<file path="src/rtl/vga_sram_writer_pkg.sv">
`default_nettype none
// ============================================================================
// Module      : vga_sram_writer_pkg
// Description : Shared definitions for the VGA SRAM write path. This file holds
//               the FSM state encoding, the default timing values and a
//               ceiling-log2 helper used to size counters and pointers.
// Revision    : 1.0 - initial release
// ============================================================================
package vga_sram_writer_pkg;

    // Write-cycle phases
    typedef enum logic [1:0] {
        ST_IDLE  = 2'd0,
        ST_SETUP = 2'd1,
        ST_PULSE = 2'd2,
        ST_HOLD  = 2'd3
    } state_e;

    // Default SRAM write timing, in clk cycles
    localparam int c_DEF_SETUP_CYCLES = 1;
    localparam int c_DEF_PULSE_CYCLES = 2;
    localparam int c_DEF_HOLD_CYCLES  = 1;

    // Ceiling log2; returns 0 for values of 0 or 1
    function automatic int clog2(input int value);
        int result;
        result = 0;
        for (int i = 0; i < 31; i++) begin
            if ((1 << i) < value) begin
                result = i + 1;
            end
        end
        return result;
    endfunction

endpackage
`default_nettype wire

</file>
<file path="src/rtl/sram_write_fifo.sv">
`default_nettype none
// ============================================================================
// Module      : sram_write_fifo
// Description : Synchronous request FIFO. Pointers carry one extra bit so the
//               count distinguishes full from empty without extra state.
// Revision    : 1.0 - initial release
// ============================================================================
module sram_write_fifo
    import vga_sram_writer_pkg::*;
#(
    parameter int WIDTH = 36,
    parameter int DEPTH = 4
) (
    input  logic                     clk,
    input  logic                     reset_n,
    input  logic                     push_i,
    input  logic                     pop_i,
    input  logic [WIDTH-1:0]         wdata_i,
    output logic [WIDTH-1:0]         rdata_o,
    output logic                     full_o,
    output logic                     empty_o,
    output logic [clog2(DEPTH):0]    count_o
);
    localparam int c_PTR_W = clog2(DEPTH);

    logic [c_PTR_W:0]   wr_ptr_q;
    logic [c_PTR_W:0]   rd_ptr_q;
    logic [WIDTH-1:0]   mem_q [DEPTH];
    logic               w_do_push;
    logic               w_do_pop;

    assign count_o   = wr_ptr_q - rd_ptr_q;
    assign full_o    = (count_o == (c_PTR_W + 1)'(DEPTH));
    assign empty_o   = (wr_ptr_q == rd_ptr_q);
    assign w_do_push = push_i && !full_o;
    assign w_do_pop  = pop_i && !empty_o;
    assign rdata_o   = mem_q[rd_ptr_q[c_PTR_W-1:0]];

    // Storage array; contents need no reset since the pointers gate reads
    always_ff @(posedge clk) begin
        if (w_do_push) begin
            mem_q[wr_ptr_q[c_PTR_W-1:0]] <= wdata_i;
        end
    end

    // Read/write pointer advance
    always_ff @(posedge clk or negedge reset_n) begin
        if (!reset_n) begin
            wr_ptr_q <= '0;
            rd_ptr_q <= '0;
        end else begin
            if (w_do_push) wr_ptr_q <= wr_ptr_q + 1'b1;
            if (w_do_pop)  rd_ptr_q <= rd_ptr_q + 1'b1;
        end
    end

endmodule
`default_nettype wire

</file>
<file path="src/rtl/vga_sram_writer.sv">
`default_nettype none
// ============================================================================
// Module      : vga_sram_writer
// Description : Buffers (address, data) write requests and retires them to an
//               asynchronous SRAM with programmable setup/pulse/hold timing.
//               Raises a sticky done once the source is finished and drained.
// Revision    : 1.0 - initial release
// ============================================================================
module vga_sram_writer
    import vga_sram_writer_pkg::*;
#(
    parameter int ADDR_BITS    = 20,
    parameter int DATA_BITS    = 16,
    parameter int FIFO_DEPTH   = 4,
    parameter int SETUP_CYCLES = c_DEF_SETUP_CYCLES,
    parameter int PULSE_CYCLES = c_DEF_PULSE_CYCLES,
    parameter int HOLD_CYCLES  = c_DEF_HOLD_CYCLES
) (
    input  logic                 clk,
    input  logic                 reset_n,
    input  logic                 wr_valid,
    output logic                 wr_ready,
    input  logic [ADDR_BITS-1:0] wr_addr,
    input  logic [DATA_BITS-1:0] wr_data,
    input  logic                 src_done,
    output logic [ADDR_BITS-1:0] sram_addr,
    output logic [DATA_BITS-1:0] sram_data_out,
    output logic                 sram_data_oe,
    output logic                 sram_ce_n,
    output logic                 sram_we_n,
    output logic                 sram_oe_n,
    output logic                 done
);
    localparam int c_MAX_SP     = (SETUP_CYCLES > PULSE_CYCLES) ? SETUP_CYCLES : PULSE_CYCLES;
    localparam int c_MAX_CYCLES = (c_MAX_SP > HOLD_CYCLES) ? c_MAX_SP : HOLD_CYCLES;
    localparam int c_CNT_W      = (clog2(c_MAX_CYCLES + 1) < 1) ? 1 : clog2(c_MAX_CYCLES + 1);
    localparam int c_ENTRY_W    = ADDR_BITS + DATA_BITS;
    localparam int c_PTR_W      = clog2(FIFO_DEPTH);

    logic                   w_fifo_full;
    logic                   w_fifo_empty;
    logic [c_PTR_W:0]       w_fifo_count;
    logic [c_ENTRY_W-1:0]   w_head;
    logic                   w_push;
    logic                   w_pop;

    state_e                 state_q, state_d;
    logic [c_CNT_W-1:0]     cnt_q, cnt_d;
    logic [ADDR_BITS-1:0]   addr_q, addr_d;
    logic [DATA_BITS-1:0]   data_q, data_d;
    logic                   oe_q, oe_d;
    logic                   ce_n_q, ce_n_d;
    logic                   we_n_q, we_n_d;
    logic                   src_seen_q, src_seen_d;
    logic                   done_q, done_d;

    assign wr_ready = !w_fifo_full;
    assign w_push   = wr_valid && wr_ready;

    sram_write_fifo #(
        .WIDTH (c_ENTRY_W),
        .DEPTH (FIFO_DEPTH)
    ) u_fifo (
        .clk     (clk),
        .reset_n (reset_n),
        .push_i  (w_push),
        .pop_i   (w_pop),
        .wdata_i ({wr_addr, wr_data}),
        .rdata_o (w_head),
        .full_o  (w_fifo_full),
        .empty_o (w_fifo_empty),
        .count_o (w_fifo_count)
    );

    // Next-state, pin values and FIFO pop for the setup/pulse/hold sequence
    always_comb begin
        state_d    = state_q;
        cnt_d      = cnt_q;
        addr_d     = addr_q;
        data_d     = data_q;
        oe_d       = oe_q;
        ce_n_d     = ce_n_q;
        w_pop      = 1'b0;
        src_seen_d = src_seen_q | src_done;
        done_d     = done_q | (src_seen_q && (w_fifo_count == '0) &&
                               (state_q == ST_IDLE) && !w_push);

        unique case (state_q)
            ST_IDLE: begin
                if (!w_fifo_empty) begin
                    w_pop   = 1'b1;
                    addr_d  = w_head[DATA_BITS +: ADDR_BITS];
                    data_d  = w_head[DATA_BITS-1:0];
                    oe_d    = 1'b1;
                    ce_n_d  = 1'b0;
                    cnt_d   = c_CNT_W'(SETUP_CYCLES - 1);
                    state_d = ST_SETUP;
                end else begin
                    oe_d    = 1'b0;
                    ce_n_d  = 1'b1;
                end
            end
            ST_SETUP: begin
                if (cnt_q == '0) begin
                    cnt_d   = c_CNT_W'(PULSE_CYCLES - 1);
                    state_d = ST_PULSE;
                end else begin
                    cnt_d   = cnt_q - 1'b1;
                end
            end
            ST_PULSE: begin
                if (cnt_q == '0) begin
                    cnt_d   = c_CNT_W'(HOLD_CYCLES - 1);
                    state_d = ST_HOLD;
                end else begin
                    cnt_d   = cnt_q - 1'b1;
                end
            end
            ST_HOLD: begin
                if (cnt_q != '0) begin
                    cnt_d   = cnt_q - 1'b1;
                end else if (!w_fifo_empty) begin
                    // Back-to-back: reload on the final hold edge, keep ce/oe asserted
                    w_pop   = 1'b1;
                    addr_d  = w_head[DATA_BITS +: ADDR_BITS];
                    data_d  = w_head[DATA_BITS-1:0];
                    cnt_d   = c_CNT_W'(SETUP_CYCLES - 1);
                    state_d = ST_SETUP;
                end else begin
                    oe_d    = 1'b0;
                    ce_n_d  = 1'b1;
                    state_d = ST_IDLE;
                end
            end
            default: begin
                state_d = ST_IDLE;
            end
        endcase

        // we_n is low exactly while the registered state is PULSE
        we_n_d = (state_d != ST_PULSE);
    end

    // State and registered SRAM pins
    always_ff @(posedge clk or negedge reset_n) begin
        if (!reset_n) begin
            state_q    <= ST_IDLE;
            cnt_q      <= '0;
            addr_q     <= '0;
            data_q     <= '0;
            oe_q       <= 1'b0;
            ce_n_q     <= 1'b1;
            we_n_q     <= 1'b1;
            src_seen_q <= 1'b0;
            done_q     <= 1'b0;
        end else begin
            state_q    <= state_d;
            cnt_q      <= cnt_d;
            addr_q     <= addr_d;
            data_q     <= data_d;
            oe_q       <= oe_d;
            ce_n_q     <= ce_n_d;
            we_n_q     <= we_n_d;
            src_seen_q <= src_seen_d;
            done_q     <= done_d;
        end
    end

    assign sram_addr     = addr_q;
    assign sram_data_out = data_q;
    assign sram_data_oe  = oe_q;
    assign sram_ce_n     = ce_n_q;
    assign sram_we_n     = we_n_q;
    assign sram_oe_n     = 1'b1;
    assign done          = done_q;

endmodule
`default_nettype wire
</file>
<file path="config.mk">
export PLATFORM = sky130hd
export DESIGN_NAME = vga_sram_writer
export DESIGN_NICKNAME = d
export VERILOG_FILES = /design/src/rtl/vga_sram_writer_pkg.sv /design/src/rtl/sram_write_fifo.sv /design/src/rtl/vga_sram_writer.sv
export SDC_FILE = /design/constraint.sdc
export NUM_CORES = 1
export LEC_CHECK = 0
export ABC_AREA = 1
export CAP_MARGIN = 20
export CORE_UTILIZATION = 55
export CTS_CLUSTER_SIZE = 40
export DETAILED_ROUTE_END_ITERATION = 7
export PLACE_DENSITY = 0.85
export SLEW_MARGIN = 5
export SYNTH_ARGS = -nofsm -noshare
export SYNTH_HDL_FRONTEND = slang
export SYNTH_SLANG_ARGS = --single-unit
</file>
<file path="constraint.sdc">
create_clock -name clk -period 4.3 [get_ports clk]
set_clock_uncertainty 0.15 [all_clocks]
set_input_delay 0.86 -clock clk [delete_from_list [all_inputs] [get_ports clk]]
set_output_delay 0.86 -clock clk [all_outputs]
set_load 0.01 [all_outputs]
</file>
==> results of run 1 <==
[metal layers]
| metal | vias to the layer above | wire, um | global-route usage (%) |
|---|---|---|---|
| met4 | 0 | 401 | 12.8 |
| met1 | 2560 | 6540 | 29.7 |
| li1 | 2362 | - | - |
| met2 | 255 | 8620 | 40.3 |
| met3 | 41 | 1130 | 5.38 |
| met5 | - | 0 | 0 |
[registers in the layout, summed over array words and instances, names as in the netlist]
register / flops
u_fifo.mem_q: 144
u_fifo.rd_ptr_q: 3
cnt_q: 2
src_seen_q: 1
sram_ce_n: 1
sram_data_out: 16
u_fifo.wr_ptr_q: 3
done: 1
sram_we_n: 1
sram_addr: 20
sram_data_oe: 1
state_q: 2
[layout make-up]
type | count | area (um^2) | area share (%)
Sequential cell | 195 | 5600 | 60.4
Multi-Input combinational cell | 373 | 1860 | 20.1
Timing Repair Buffer | 91 | 878 | 9.47
Clock buffer | 20 | 457 | 4.93
Tap cell | 176 | 220 | 2.37
Clock inverter | 12 | 148 | 1.59
Inverter | 27 | 105 | 1.13
[metrics by stage]
step / util, % / setup slack, ps / hold WS, ps
after CTS: 68.7 / 793 / 332
final: 68.7 / 794 / 331
after detailed placement: 64.2 / 1270 / 322
after global routing: 68.7 / 617 / 345
after floorplan: - / 713 / 290
after global placement: 64.2 / 1320 / 294
[tightest hold or removal path, cell delays in order, from the launching register on]
cell      delay [ps]
dfstp_2          370
inv_1             40
o21bai_1          70
[worst paths after layout]
| path | end | cells after the start |
|---|---|---|
| worst max-delay path | wr_ready | 9 |
| worst min-delay path | sram_ce_n | 2 |
| worst max register to register | u_fifo.mem_q[3][7] | 11 |
| worst min register to register | sram_ce_n | 2 |
| max in group asynchronous | u_fifo.rd_ptr_q[0] | 2 |
| min in group asynchronous | sram_data_out[11] | 2 |
[cell usage in the layout (no fill, tap or decap), types with 4 or more instances in the layout]
cell type        count
clkdlybuf4s50_1     79
edfxtp_1           144
dfrtp_1             48
o22ai_1             37
inv_1               22
nor2_4               4
clkbuf_16           17
buf_4               11
ha_1                12
nand2_1            101
o21ai_1             29
o21ai_0             83
nor2_1              77
nand2_2              5
nand3_1             10
[power by group through the flow]
stage	clock network, uW	logic (uW)	registers (uW)
after floorplan	0	1910	2930
after global placement	0	2770	2850
after detailed placement	0	2900	2880
after CTS	1610	2930	2850
after global routing	1700	3230	2900
final	1600	2930	2860
[cell families after synthesis]
family | after synthesis | synth area share (%)
and+or+nand+nor | 201 | 10.5
DFF | 195 | 72.3
AOI/OAI and AO/OA | 156 | 10.8
buffers and inverters | 61 | 4.05
adders and majority gates | 12 | 1.94
xor gates and xnor gates | 3 | 0.339
other | 1 | 0.0484
==> run_results.csv, run 1 <==
group,metric,value,unit
global_routing,grt_pass1_vias,5264,
timing,rsz0062_at_grt,"no",
final_layout,num-nets-final,757,
final_layout,instances_no_fill,894,
power,seqPwrFrac,38.7,%
worst_setup_path,critPathLaunch,"u_fifo.rd_ptr_q[1]",
worst_setup_path,start_kind,"flip-flop",
route,wl_per_cell,18.7,um
logic_synthesis,synth_ff_type,"edfxtp_1",
route,vias,5218,
worst_setup_path,crit_fanout,39,
worst_setup_path,slowest_stage,"clkdlybuf4s50_1",
worst_setup_path,cp_common_cell,"nand2_1",
route,avgViaCountPerCell,5.84,
cts,post_cts.repair.setup_buffers,0,
floorplan,dieArea,14600,um^2
logic_synthesis,yosysTopAreaCell,"edfxtp_1",
power,finalPower,7390,uW
cts,clk_pin_slew,70,ps
logic_synthesis,synth_cells,629,
power,powerDensity,797,nW/um^2
min_path,min_path_type,"flip-flop to flip-flop",
placement,place_area,8670,um^2
run,maxCapViolCount,0,
placement,dp_cells,862,
worst_setup_path,end_kind,"primary output",
logic_synthesis,synth_commonest_cells,"edfxtp_1 (144), nand2_1 (102), o21ai_0 (83)",
global_routing,antenna_found_initial,0,
timing,fin_crit,3510,ps
route,drt_wl_total,16700,um
route,drt-initial-drc-count,477,
logic_synthesis,synth.area.top_cells,"edfxtp_1 (56%), dfrtp_1 (16%), o21ai_0 (5.4%), nand2_1 (4.9%), nor2_1 (3.9%)",
cts,htree_levels,4,
logic_synthesis,ys_seq_area_share,72.3,%
worst_setup_path,arrival,2500,ps
route,ant_nets,0,
logic_synthesis,postSynthAreaPerCell,12.3,um^2
power,netSwitchingPower,2840,uW
outcome,status,"finished clean",
worst_setup_path,ff2ff_setup_slack,1220,ps
timing,fin_setup_tns,0,ps
worst_setup_path,crit_path_cell_trace,"buf_4, inv_1, ha_1, nand2_1, nand2_1, inv_1, nand2_1, nand3_2, clkdlybuf4s50_1",
timing,finalHoldViolCount,0,
placement,port_buffers,80,
cts,clock_sinks,195,
min_path,min_from,"sram_ce_n",
final_layout,n_antenna_cell,0,
floorplan,ioPinCount,82,
cts,cts_resized,0,
worst_setup_path,critPathRequiredTime,3290,ps
logic_synthesis,synth.distinct_cells,33,
logic_synthesis,netlist_area,7740,um^2
global_routing,grt_usage,24.3,%
route,drcViolationCount,0,
power,clkPwrFrac,21.7,%
timing,tightest_slew,922,ps
power,sw_frac_of_total,38.5,%
global_routing,grt_overflow,0,
power,max-vdd-ir-drop,0.000417,V
floorplan,rows,42,
logic_synthesis,synth_most_common_cell,"edfxtp_1",
timing,fmax,285,MHz
logic_synthesis,ys_ff_latch,195,
worst_setup_path,critical_path_class,"flip-flop to primary output",
final_layout,finalInstanceArea,9270,um^2
worst_setup_path,r2r-start,"u_fifo.rd_ptr_q[1]",
final_layout,drive_gt1_share,8.91,%
cts,clk_path_buf_depth,2,
power,comb_power_share,39.6,%
logic_synthesis,synth_top_area_share,55.8,%
cts,root_buffer,"clkbuf_16",
logic_synthesis,synthArstFlopShare,26.2,%
power,p_leak,0.00351,uW
global_routing,grt_max_degree,75,
floorplan,die_y,121,um
logic_synthesis,synth.net_count,681,
final_layout,syn2layout_area_growth,19.7,%
worst_setup_path,cp_num_buf_inv,4,
cts,clock_latency,440,ps
logic_synthesis,synth_edf_count,144,
timing,worst_slew_margin_rel,38.5,%
worst_setup_path,slowest_delay,540,ps
floorplan,die_w,121,um
floorplan,initial_core_util,57.3,%
timing,post-route-period-util,81.5,%
logic_synthesis,yosysWarnings,0,
power,p_int,4550,uW
cts,cts_tree,"done",
worst_setup_path,cpLargestDelayFamily,"buffers and inverters",
final_layout,fillers,896,
cts,cts_made_buffers,17,
global_routing,grt_pass1_wl,26100,um
placement,routabilityCongestion,0.845,
timing,setup_viol,0,
cts,ctsHoldBuffers,0,
floorplan,design.core.area,13500,um^2
timing,drv_slew,0,
placement,dpl.hpwl,10100,um
route,dr.pass1.iters,5,
No activity file was read; power rests on OpenSTA's default activity.
==> run 2, diff against run 1 <==
--- a/config.mk
+++ b/config.mk
@@ -7,10 +7,10 @@
 export LEC_CHECK = 0
 export ABC_AREA = 1
 export CAP_MARGIN = 20
-export CORE_UTILIZATION = 55
+export CORE_UTILIZATION = 51
 export CTS_CLUSTER_SIZE = 40
 export DETAILED_ROUTE_END_ITERATION = 7
-export PLACE_DENSITY = 0.85
+export PLACE_DENSITY = 0.83
 export SLEW_MARGIN = 5
 export SYNTH_ARGS = -nofsm -noshare
 export SYNTH_HDL_FRONTEND = slang
==> constraint.sdc (replaced) <==
create_clock -name clk -period 3.16 [get_ports clk]
set_clock_uncertainty 0.15 [all_clocks]
set_input_delay 0.632 -clock clk [delete_from_list [all_inputs] [get_ports clk]]
set_output_delay 0.632 -clock clk [all_outputs]
set_load 0.01 [all_outputs]
==> run_results.csv, run 2 (synthesized netlist as in run 1, its figures left out) <==
group,metric,value,unit
min_path,min_from,"done",
min_path,min_delay_path_depth,1,
route,drcViolationCount,0,
placement,port_buffers,80,
placement,routabilityCongestion,0.808,
worst_setup_path,cp.depth,7,
floorplan,initial_core_util,52.7,%
worst_setup_path,crit_path_cell_trace,"ha_1, nand2_1, nand2_1, inv_1, nand2_1, nand3_2, clkdlybuf4s50_1",
timing,fmax,348,MHz
run,maxCapViolCount,0,
final_layout,layout_commonest_cell,"edfxtp_1",
worst_setup_path,cp_common_cell,"nand2_1",
route,dr.pass1.iters,7,
timing,tightest_slew,724,ps
timing,post-route-period-util,90.9,%
final_layout,fillers,1051,
min_path,whs_endpoint,"done",
final_layout,n_antenna_cell,0,
timing,finalHoldWorstSlack,307,ps
timing,timing.final.ws_setup,289,ps
power,powerDensity,1080,nW/um^2
timing,rsz0062_at_grt,"no",
outcome,status,"finished clean",
floorplan,ioPinCount,82,
final_layout,final_cell_mix,"edfxtp_1 (144), nand2_1 (101), o21ai_0 (83)",
final_layout,num-nets-final,760,
worst_setup_path,rr_worst_depth,9,
placement,dp_slack,610,ps
worst_setup_path,start_kind,"flip-flop",
global_routing,grt_max_degree,75,
worst_setup_path,r2r-start,"u_fifo.wr_ptr_q[1]",
cts,clock_sinks,195,
cts,clock_latency,430,ps
route,avgViaCountPerCell,5.65,
timing,drv_slew,0,
final_layout,final_util,63.7,%
timing,setup_viol,0,
cts,clk_path_buf_depth,2,
cts,cts_made_buffers,17,
timing,fin_setup_tns,0,ps
route,wl_per_cell,18.1,um
global_routing,grt_pass1_vias,5235,
power,p_leak,0.00354,uW
power,max-vdd-ir-drop,0.000577,V
floorplan,die_y,125,um
global_routing,grt_overflow,0,
route,drt_wl_total,16400,um
route,ant_nets,0,
global_routing,grt_usage,21.7,%
floorplan,dieArea,15700,um^2
placement,dp_cells,872,
cts,htree_levels,4,
worst_setup_path,cp_num_buf_inv,2,
placement,dpl.hpwl,9860,um
worst_setup_path,arrival,2090,ps
final_layout,largest_reg_flops,144,
worst_setup_path,slowest_delay,550,ps
worst_setup_path,critical_path_class,"flip-flop to primary output",
cts,root_buffer,"clkbuf_16",
worst_setup_path,crit_fanout,5,
worst_setup_path,r2r_end,"u_fifo.mem_q[3][27]",
min_path,min_path_type,"flip-flop to flip-flop",
floorplan,rows,44,
route,vias,5116,
cts,post_cts.repair.setup_buffers,0,
timing,finalHoldViolCount,0,
cts,clk_pin_slew,60,ps
worst_setup_path,critPathRequiredTime,2380,ps
timing,fin_crit,2870,ps
worst_setup_path,ff2ff_setup_slack,760,ps
final_layout,instances_no_fill,905,
timing,worst_slew_margin_rel,51.7,%
floorplan,design.core.area,14700,um^2
global_routing,grt_pass1_wl,26000,um
global_routing,antenna_found_initial,0,
floorplan,die_w,125,um
final_layout,syn2layout_area_growth,20.8,%
worst_setup_path,slowest_stage,"clkdlybuf4s50_1",
route,drt-initial-drc-count,467,
final_layout,drive_gt1_share,8.88,%
worst_setup_path,cpLargestDelayFamily,"buffers and inverters",
worst_setup_path,end_kind,"primary output",
cts,cts_tree,"done",
[run 2: area by class of cell]
class                   count  area, um^2  area share, %
clock buffers              20         457           4.88
clock inverters            12         161           1.72
inverters                  27         105           1.12
multi-input cells         373        1860           19.9
flip-flops and latches    195        5600           59.9
well taps                 184         230           2.46
repair buffers             94         941           10.1
[run 2: worst max-delay path by stage]
stage,start,endpoint
floorplan,u_fifo.rd_ptr_q[1],u_fifo.mem_q[0][0]
global placement,wr_valid,u_fifo.mem_q[3][23]
detailed placement,wr_valid,u_fifo.mem_q[3][27]
CTS,u_fifo.wr_ptr_q[1],wr_ready
global route,u_fifo.wr_ptr_q[1],wr_ready
finish,u_fifo.wr_ptr_q[1],wr_ready
[run 2: report_power, final]
part | internal, uW | leakage, uW | total, uW | switching (uW)
clock network | 1350 | 0.000298 | 2230 | 873
logic | 1430 | 0.00130 | 4040 | 2610
registers | 3580 | 0.00193 | 3870 | 289
[run 2: stage by stage]
step                total power, uW  instance area, um^2
finish                        10100                 9360
global route                  10700                 9360
CTS                           10200                 9360
detailed placement             7920                 8730
global placement               7710                 8730
floorplan                      6590                 7740
[run 2: routing by layer]
| metal | GRT usage [%] | wire [um] | part of all wire [%] | up-vias |
|---|---|---|---|---|
| li1 | - | - | - | 2362 |
| met1 | 25.9 | 6680 | 41 | 2540 |
| met2 | 37.6 | 8520 | 52 | 190 |
| met3 | 5.05 | 855 | 5.2 | 24 |
| met4 | 9.47 | 299 | 1.8 | 0 |
| met5 | 0 | 0 | 0 | - |
[run 2: worst reg2reg max path, delay by kind of cell (launching register included)]
kind                       cells  cell delay, ps
and+or+nand+nor                6             900
DFF                            1             430
adders and majority gates      1             310
buffers and inverters          2             300
[run 2: repair_timing]
action | CTS | global route
gates resized for setup | 0 | 0
hold buffers | 1 | 0
hold endpoints to repair | 15 | 0
==> run 3, diff against run 2 <==
--- a/config.mk
+++ b/config.mk
@@ -7,10 +7,12 @@
 export LEC_CHECK = 0
 export ABC_AREA = 1
 export CAP_MARGIN = 20
+export CORE_ASPECT_RATIO = 1.1
 export CORE_UTILIZATION = 51
 export CTS_CLUSTER_SIZE = 40
 export DETAILED_ROUTE_END_ITERATION = 7
-export PLACE_DENSITY = 0.83
+export PLACE_DENSITY_LB_ADDON = 0.1
+export RECOVER_POWER = 25
 export SLEW_MARGIN = 5
 export SYNTH_ARGS = -nofsm -noshare
 export SYNTH_HDL_FRONTEND = slang
==> run_results.csv, run 3 (synthesized netlist as in run 1, its figures left out) <==
group,metric,value,unit
outcome,status,"finished clean",
power,finalPower,9750,uW
final_layout,n_antenna_cell,0,
power,p_int,6060,uW
final_layout,syn2layout_area_growth,19.4,%
worst_setup_path,arrival,2080,ps
global_routing,grt_pass1_vias,4819,
power,comb_power_share,40.3,%
worst_setup_path,slowest_delay,550,ps
worst_setup_path,cp_common_cell,"nand2_1",
floorplan,die_w,119,um
power,max-vdd-ir-drop,0.000613,V
global_routing,grt_overflow,0,
route,wl_met2,7810,um
cts,clk_path_buf_depth,2,
floorplan,die_y,131,um
floorplan,rows,46,
run,maxCapViolCount,0,
route,ant_nets,0,
worst_setup_path,slowest_stage,"clkdlybuf4s50_1",
worst_setup_path,critPathRequiredTime,2380,ps
route,avgViaCountPerCell,5.34,
min_path,min_path_type,"flip-flop to flip-flop",
route,wl_per_cell,17.0,um
route,drt_wl_total,15600,um
route,highest_layer,"met4",
final_layout,final_cell_mix,"edfxtp_1 (144), nand2_1 (101), o21ai_0 (83)",
timing,drv_slew,0,
worst_setup_path,crit_path_cell_trace,"ha_1, nand2_1, nand2_1, inv_1, nand2_1, nand3_2, clkdlybuf4s50_1",
cts,htree_levels,4,
cts,clock_latency,420,ps
final_layout,num-nets-final,760,
timing,fin_crit,2870,ps
route,dr.pass1.iters,4,
worst_setup_path,crit_fanout,5,
timing,setup_viol,0,
cts,cts_tree,"done",
cts,ctsHoldBuffers,0,
final_layout,regArea,5600,um^2
global_routing,grt_pass1_wl,24900,um
route,drt-initial-drc-count,308,
placement,dp_cells,881,
route,vias,4877,
global_routing,grt_usage,21.1,%
cts,clk_pin_slew,70,ps
power,clkPwrFrac,20.3,%
route,met3_length,693,um
power,seqPwrFrac,39.4,%
power,p_leak,0.00349,uW
global_routing,grt_max_degree,74,
final_layout,fillers,1142,
timing,timing.final.ws_setup,295,ps
placement,dpl.hpwl,9130,um
worst_setup_path,start_kind,"flip-flop",
cts,clock_sinks,195,
floorplan,initial_core_util,53.0,%
placement,routabilityCongestion,0.794,
worst_setup_path,cpLargestDelayFamily,"buffers and inverters",
timing,tightest_slew,1350,ps
timing,fmax,349,MHz
power,powerDensity,1050,nW/um^2
timing,finalHoldWorstSlack,311,ps
floorplan,dieArea,15700,um^2
cts,root_buffer,"clkbuf_16",
global_routing,antenna_found_initial,0,
power,netSwitchingPower,3700,uW
worst_setup_path,end_kind,"primary output",
timing,fin_setup_tns,0,ps
timing,post-route-period-util,90.7,%
floorplan,ioPinCount,82,
worst_setup_path,critical_path_class,"flip-flop to primary output",
placement,port_buffers,80,
route,drcViolationCount,0,
timing,finalHoldViolCount,0,
timing,worst_slew_margin_rel,10.0,%
worst_setup_path,cp_num_buf_inv,2,
route,wirelength_met1,6790,um
final_layout,largest_reg_flops,144,
cts,cts_made_buffers,17,
final_layout,drive_gt1_share,9.15,%
final_layout,multi_input_area,1860,um^2
cts,cts_resized,0,
placement,dp_slack,745,ps
timing,rsz0062_at_grt,"no",
final_layout,instances_no_fill,913,
final_layout,layout_commonest_cell,"edfxtp_1",
cts,post_cts.repair.setup_buffers,0,
power,sw_frac_of_total,37.9,%
floorplan,design.core.area,14600,um^2
-- run 3: changes by cell type in the layout (fill, tap and decap cells not counted) --
cell,delta
clkinv_4,+1
clkinvlp_4,+1
clkbuf_2,+1
clkbuf_1,-1
buf_12,-3
dlygate4sd3_1,+14
clkbuf_8,-2
bufinv_16,-3
inv_6,+2
buf_4,+3
clkdlybuf4s50_1,-15
clkinv_2,+2
-- run 3: final timing paths --
path	start	to	slack [ps]	cells past startpoint
min	done	done	310	1
min in group asynchronous	reset_n	sram_data_out[10]	450	2
max reg2reg	u_fifo.wr_ptr_q[1]	u_fifo.mem_q[2][1]	900	9
max	u_fifo.wr_ptr_q[1]	wr_ready	290	7
min reg2reg	done	done	310	1
max in group asynchronous	reset_n	u_fifo.rd_ptr_q[0]	1520	2
-- run 3: power groups by stage --
stage | clock network [uW] | logic (uW) | registers (uW)
finish | 1980 | 3930 | 3840
global route | 2100 | 4460 | 3910
CTS | 2020 | 4010 | 3850
detailed placement | 0 | 3980 | 3900
global placement | 0 | 3910 | 3870
floorplan | 0 | 2600 | 3990
-- run 3: layer usage --
metal | GRT usage [%] | vias to the layer above
met5 | 0 | -
met2 | 35.1 | 111
met3 | 4.12 | 19
met4 | 7.64 | 0
li1 | - | 2367
met1 | 27.5 | 2380
-- run 3: through the flow --
| stage | utilization (%) | area [um^2] |
|---|---|---|
| after floorplan | - | 7740 |
| after global placement | 59.6 | 8710 |
| after detailed placement | 59.6 | 8710 |
| after CTS | 63.3 | 9250 |
| after global routing | 63.3 | 9250 |
| final | 63.3 | 9250 |
-- run 3: area by class of cell --
type / count / share of cell area [%]
clock buffer: 17 / 4.60
clock inverter: 15 / 1.24
sequential: 195 / 60.6
tap: 192 / 2.60
inverter: 27 / 1.14
timing repair buffer: 94 / 9.71
multi-input combinational: 373 / 20.1
